--- src/rtl/im_load_fetch_ctrl_pkg.sv ---
// Shared constants and state encoding for the instruction-memory load/fetch controller.
package im_load_fetch_ctrl_pkg;

    localparam int unsigned IM_DEPTH = 16;
    localparam int unsigned IM_AW    = 4;
    localparam int unsigned IM_DW    = 32;

    // Instruction returned for a rejected fetch.
    localparam logic [31:0] NOP = 32'h0000_0000;

    typedef enum logic [1:0] {
        StIdle = 2'd0,
        StLoad = 2'd1,
        StDone = 2'd2
    } state_t;

endpackage

--- src/rtl/im_load_fetch_ctrl_if.sv ---
// Program-loader word stream: the loader is the master, the controller the slave.
interface im_load_fetch_ctrl_if #(
    parameter int unsigned DW = 32
) ();

    logic          ld_start;
    logic          ld_valid;
    logic [DW-1:0] ld_data;
    logic          ld_last;
    logic          ld_ready;

    modport master (
        output ld_start,
        output ld_valid,
        output ld_data,
        output ld_last,
        input  ld_ready
    );

    modport slave (
        input  ld_start,
        input  ld_valid,
        input  ld_data,
        input  ld_last,
        output ld_ready
    );

endinterface

--- src/rtl/im_load_fetch_ctrl_addr_check.sv ---
// Flags fetch addresses that are not word aligned or fall beyond the IM.
module im_load_fetch_ctrl_addr_check #(
    parameter int unsigned AW = 4
) (
    input  logic [31:0] pc,
    output logic        err
);

    // Misaligned if the byte offset is nonzero; out of range if any bit above the word index is set.
    always_comb begin
        err = (pc[1:0] != 2'b00) || (pc[31:AW+2] != '0);
    end

endmodule

--- src/rtl/im_load_fetch_ctrl.sv ---
// Owns the IM address/write port: sequences program loads, stalls fetch during them,
// and registers fetched instructions with a one-cycle latency.
module im_load_fetch_ctrl
    import im_load_fetch_ctrl_pkg::*;
#(
    parameter int unsigned DEPTH = IM_DEPTH,
    parameter int unsigned AW    = IM_AW,
    parameter int unsigned DW    = IM_DW
) (
    input  logic                 clk,
    input  logic                 reset,
    input  logic                 fetch_req,
    input  logic [31:0]          fetch_pc,
    im_load_fetch_ctrl_if.slave  ld,
    input  logic [DW-1:0]        im_ir,
    output logic [31:0]          im_pc,
    output logic [DW-1:0]        im_data,
    output logic                 im_write,
    output logic                 im_read,
    output logic                 stall,
    output logic                 fetch_valid,
    output logic [DW-1:0]        fetch_instr,
    output logic                 fetch_err,
    output logic                 load_done,
    output logic                 load_err,
    output logic [AW:0]          load_count
);

    localparam logic [AW:0] DEPTH_CNT = (AW + 1)'(DEPTH);

    state_t state;
    logic   addr_err;
    logic   ready;
    logic   word_acc;

    im_load_fetch_ctrl_addr_check #(
        .AW (AW)
    ) u_addr_check (
        .pc  (fetch_pc),
        .err (addr_err)
    );

    assign word_acc    = ld.ld_valid & ready;
    assign ld.ld_ready = ready;

    // FSM, load counter and registered fetch/status outputs.
    always_ff @(posedge clk) begin
        if (reset) begin
            state       <= StIdle;
            load_count  <= '0;
            load_err    <= 1'b0;
            load_done   <= 1'b0;
            fetch_valid <= 1'b0;
            fetch_err   <= 1'b0;
            fetch_instr <= DW'(NOP);
        end else begin
            load_done   <= 1'b0;
            fetch_valid <= 1'b0;
            fetch_err   <= 1'b0;
            unique case (state)
                StIdle: begin
                    // A load start takes priority over a fetch in the same cycle.
                    if (ld.ld_start) begin
                        state      <= StLoad;
                        load_count <= '0;
                        load_err   <= 1'b0;
                    end else if (fetch_req) begin
                        fetch_valid <= 1'b1;
                        fetch_err   <= addr_err;
                        fetch_instr <= addr_err ? DW'(NOP) : im_ir;
                    end
                end
                StLoad: begin
                    if (word_acc) begin
                        load_count <= load_count + 1'b1;
                        if (ld.ld_last) begin
                            state     <= StDone;
                            load_done <= 1'b1;
                        end
                    end else if (load_count == DEPTH_CNT) begin
                        // IM is full and no last word seen: abandon the stream.
                        load_err  <= 1'b1;
                        state     <= StDone;
                        load_done <= 1'b1;
                    end
                end
                StDone: begin
                    state <= StIdle;
                end
                default: begin
                    state <= StIdle;
                end
            endcase
        end
    end

    // IM port muxing: fetch owns the port in idle, the loader owns it otherwise.
    always_comb begin
        ready    = 1'b0;
        im_pc    = fetch_pc;
        im_data  = '0;
        im_write = 1'b0;
        im_read  = 1'b0;
        stall    = 1'b0;
        unique case (state)
            StIdle: begin
                im_read = fetch_req;
                stall   = ld.ld_start;
            end
            StLoad: begin
                stall    = 1'b1;
                ready    = (load_count < DEPTH_CNT);
                im_pc    = 32'({load_count, 2'b00});
                im_data  = ld.ld_data;
                im_write = ld.ld_valid & ready;
            end
            StDone: begin
                stall = 1'b1;
                im_pc = 32'({load_count, 2'b00});
            end
            default: begin
                stall = 1'b0;
            end
        endcase
    end

endmodule

--- src/flat_wrapper.sv ---
// flat-port wrapper written by rule: the top's interface ports become plain ports
module im_load_fetch_ctrl_flat import im_load_fetch_ctrl_pkg::*;
#(
    parameter int unsigned DEPTH = IM_DEPTH,
    parameter int unsigned AW    = IM_AW,
    parameter int unsigned DW    = IM_DW
)
  (clk, reset, fetch_req, fetch_pc, im_ir, im_pc, im_data, im_write, im_read, stall, fetch_valid, fetch_instr, fetch_err, load_done, load_err, load_count, ld_ld_start, ld_ld_valid, ld_ld_data, ld_ld_last, ld_ld_ready);
  im_load_fetch_ctrl_if #(.DW(DW)) ld_i ();
  input  logic clk;
  input  logic reset;
  input  logic fetch_req;
  input  logic [31:0] fetch_pc;
  input  logic [DW-1:0] im_ir;
  output logic [31:0] im_pc;
  output logic [DW-1:0] im_data;
  output logic im_write;
  output logic im_read;
  output logic stall;
  output logic fetch_valid;
  output logic [DW-1:0] fetch_instr;
  output logic fetch_err;
  output logic load_done;
  output logic load_err;
  output logic [AW:0] load_count;
  input wire logic [$bits(ld_i.ld_start)-1:0] ld_ld_start;
  input wire logic [$bits(ld_i.ld_valid)-1:0] ld_ld_valid;
  input wire logic [$bits(ld_i.ld_data)-1:0] ld_ld_data;
  input wire logic [$bits(ld_i.ld_last)-1:0] ld_ld_last;
  output wire logic [$bits(ld_i.ld_ready)-1:0] ld_ld_ready;
  assign ld_i.ld_start = ld_ld_start;
  assign ld_i.ld_valid = ld_ld_valid;
  assign ld_i.ld_data = ld_ld_data;
  assign ld_i.ld_last = ld_ld_last;
  assign ld_ld_ready = ld_i.ld_ready;
  im_load_fetch_ctrl #(.DEPTH(DEPTH), .AW(AW), .DW(DW)) u_core (.clk(clk), .reset(reset), .fetch_req(fetch_req), .fetch_pc(fetch_pc), .ld(ld_i), .im_ir(im_ir), .im_pc(im_pc), .im_data(im_data), .im_write(im_write), .im_read(im_read), .stall(stall), .fetch_valid(fetch_valid), .fetch_instr(fetch_instr), .fetch_err(fetch_err), .load_done(load_done), .load_err(load_err), .load_count(load_count));
endmodule
--- config.mk ---
export PLATFORM = sky130hd
export DESIGN_NAME = im_load_fetch_ctrl_flat
export DESIGN_NICKNAME = d
export VERILOG_FILES = /design/src/rtl/im_load_fetch_ctrl_pkg.sv /design/src/rtl/im_load_fetch_ctrl_if.sv /design/src/rtl/im_load_fetch_ctrl_addr_check.sv /design/src/rtl/im_load_fetch_ctrl.sv /design/src/flat_wrapper.sv
export SDC_FILE = /design/constraint.sdc
export NUM_CORES = 1
export LEC_CHECK = 0
export BUFFER_PORTS_ARGS = -buffer_cell sky130_fd_sc_hd__buf_4
export CAP_MARGIN = 20
export CELL_PAD_IN_SITES_DETAIL_PLACEMENT = 1
export CELL_PAD_IN_SITES_GLOBAL_PLACEMENT = 1
export CORE_MARGIN = 2
export CORE_UTILIZATION = 23
export CTS_CLUSTER_DIAMETER = 200
export DETAILED_ROUTE_END_ITERATION = 8
export PLACE_DENSITY_LB_ADDON = 0.1
export SLEW_MARGIN = 20
export SYNTH_ARGS = -nofsm -noshare
export SYNTH_HDL_FRONTEND = slang
export SYNTH_SLANG_ARGS = --single-unit
--- constraint.sdc ---
create_clock -name clk -period 2.6 [get_ports clk]
set_input_delay 0.52 -clock clk [delete_from_list [all_inputs] [get_ports clk]]
set_output_delay 0.52 -clock clk [all_outputs]
set_load 0.01 [all_outputs]
==> run_results.csv <==
group,metric,value,unit
synthesis,synth_commonest_cells,"dfxtp_1, and2_1, a22o_1",
worst_setup_path,critPathMaxStageDelay,0.55,ns
pwr,pwr-share-seq,0.349,
clock_tree,clk_pin_slew,0.08,ns
pwr,power.switching,0.536,mW
routing,drc,0,
placement,hpwl,6480,um
timing,skew,0.00757,ns
timing,max_freq,0.414,GHz
placement,portBuffers,210,
synthesis,synth_top_family_by_area,"simple AND/OR/NAND/NOR gates",
global_routing,grt_pass1_vias,2412,
clock_tree,cts_buffers,5,
worst_setup_path,path_max_fanout,22,
global_routing,overflow,0,
timing,setup_viol_count_final,0,
finish,utilization,0.446,
clock_tree,clk_latency,0.29,ns
pwr,intPower,1.40,mW
timing,slew_violations,0,
status,status,"completed",
routing,vias,2420,
synthesis,yosysMostFrequentCell,"dfxtp_1",
global_routing,antenna_found_initial,0,
clock_tree,root_buffer,"clkbuf_8",
synthesis,ys.flop_type,"dfxtp_1",
synthesis,synth_compound_area_frac,0.176,
die,io_pins,211,
synthesis,synthCells,221,
worst_setup_path,cp_common_cell,"buf_4",
pwr,p_leak,1.96,nW
clock_tree,postCtsSetupBuffers,0,
run,drv_cap,0,
synthesis,synth_edf_count,0,
pwr,swShare,0.277,
synthesis,synth_seq_cells,43,
timing,period_share,0.928,
synthesis,syn-num-nets,329,
routing,wl_per_cell,15.0,um
die,die_h,99.4,um
synthesis,synthTopCellsByArea,"dfxtp_1, a22o_1, and2_1",
synthesis,synthesis.area,2090,sq um
timing,final_hold_viol_count,0,
worst_setup_path,crit_slowest_cell,"ha_1",
synthesis,synthArstFlopShare,0,
finish,fin_nets,536,
clock_tree,htree_levels,2,
routing,drt_pass1_iterations,3,
synthesis,avgSynthCellArea,9.48,sq um
synthesis,yosysWarnings,0,
pwr,ir_worst_vdd,238,uV
routing,wirelength,8040,um
routing,initialDrtViolationCount,43,
timing,min_period,2.41,ns
die,rows,34,
routing,ant_nets,0,
synthesis,synth_mux_area_frac,0.0364,
worst_setup_path,cp.arrival,1.89,ns
clock_tree,cts.sinks,43,
worst_setup_path,cp_data_required_time,2.08,ns
clock_tree,clockBufferDepth,2,
timing,max_slew_margin,0.658,
timing,rsz0062_at_grt,"false",
synthesis,yosys.area.top_type,"dfxtp_1",
clock_tree,cts.hold.buffers_added,0,
worst_setup_path,startpoint_type,"register",
hold_path,hp-class,"in2reg",
worst_setup_path,cp_num_buf_inv,3,
finish,syn2layout_area_growth,86.7,%
synthesis,synth_fa_ha_area_frac,0.0358,
timing,tightest_slew,0.500,ns
pwr,finalPower,1.94,mW
die,die_area,9890,sq um
pwr,combPwrFrac,0.334,
pwr,power_density,495,nW/um^2
clock_tree,cts_resized,0,
synthesis,synth.distinct_cells,31,
die,core-area,8760,sq um
global_routing,grt_pass1_wl,12300,um
timing,tns,0,ns
synthesis,synth_simple_gate_area_frac,0.281,
clock_tree,cts_tree,"done",
global_routing,grtUsageTotal,0.154,
worst_setup_path,crit_chain,"inv_1 -> ha_1 -> buf_4 -> nor2b_1 -> buf_4",
worst_setup_path,path_class,"reg2out",
synthesis,synthXorXnorAreaFrac,0.00836,
synthesis,seq_area_frac_synth,0.411,
finish,antennaDiodeCount,0,
worst_setup_path,path_delay_family,"buffers and inverters",
synthesis,synth.top_cell.area_share,0.411,
finish,drive_gt1_frac,0.538,
global_routing,grt_max_degree,37,
die,start_util,0.239,
placement,gp_congestion,0.737,
die,die_x,99.4,um
routing,vias_per_cell,4.51,
worst_setup_path,critPathCaptureType,"output port",
pwr,p_clk_frac,0.318,
[power groups by stage]
stage,clock (mW),sequential [mW],combinational (mW)
finish,0.615,0.676,0.646
global route,0.664,0.677,0.706
CTS,0.637,0.676,0.659
detailed placement,0,0.691,0.656
global placement,0,0.691,0.647
floorplan,0,0.693,0.273
[final timing paths]
path	to	startpoint	depth (start not counted)	slack (ns)
setup / recovery	im_pc[29]	u_core.state[0]	5	0.19
hold reg to reg	u_core.fetch_instr[1]	u_core.fetch_instr[1]	1	0.48
hold / removal	u_core.fetch_instr[2]	im_ir[2]	2	0.43
setup reg to reg	u_core.fetch_instr[20]	u_core.state[1]	7	0.61
[per-layer routing]
metal	up-vias	part of all wire	GRT usage
li1	1182	-	-
met1	1105	0.37	0.167
met2	125	0.51	0.282
met3	8	0.10	0.0534
met4	0	0.013	0.0443
met5	-	0	0
[layout by cell type, fill, tap and decap left out, drive strengths merged]
cell type / instances
nand3b: 1
buf: 214
or4: 1
nor4: 7
nor2b: 28
a31oi: 1
ha: 6
a211oi: 1
nor2: 8
or3: 1
nand2: 4
nand4bb: 1
dfxtp: 43
a2111oi: 1
clkbuf: 6
mux2i: 2
mux2: 5
bufinv: 2
a32oi: 1
o21bai: 1
nand4: 1
nor3: 2
inv: 9
nand2b: 4
a21oi: 8
nand3: 3
a22o: 32
a41oi: 1
and2: 33
xnor2: 2
[through the flow]
step	area, sq um	hold WS, ns	setup slack [ns]	std cells
2_1_floorplan	2090	0.487	0.612	221
3_3_place_gp	3780	0.464	0.491	529
3_5_place_dp	3780	0.466	0.480	529
4_1_cts	3910	0.413	0.142	537
5_1_grt	3910	0.418	0.0367	537
6_report	3910	0.429	0.187	537
[worst reg2reg max path, cell delays in order (launching register included)]
cell,delay [ns]
dfxtp_1,0.33
inv_1,0.10
ha_1,0.33
nand2_2,0.09
or3_4,0.37
nor4_4,0.34
buf_12,0.23
a22o_1,0.16
[registers in the layout, indices dropped and copies added, names as in the netlist]
register and flops:
u_core.fetch_instr 32, u_core.load_count 5, u_core.state 2, u_core.fetch_err 1
u_core.fetch_valid 1, u_core.load_done 1, u_core.load_err 1
[cell families after synthesis]
logic type | after synthesis
buffers and inverters | 23
AOI/OAI and AO/OA | 46
adders and majority gates | 6
muxes | 7
DFF | 43
and+or+nand+nor | 94
xor gates and xnor gates | 2
[final cells by class]
type                            instances  area, sq um
Clock buffer                            6         72.6
Multi-Input combinational cell        155         1130
Tap cell                              108          135
Sequential cell                        43          861
Clock inverter                          2         60.1
Fill cell                            1066         4850
Inverter                                9         33.8
Timing Repair Buffer                  214         1620
Power figures use the tool's default switching activity.
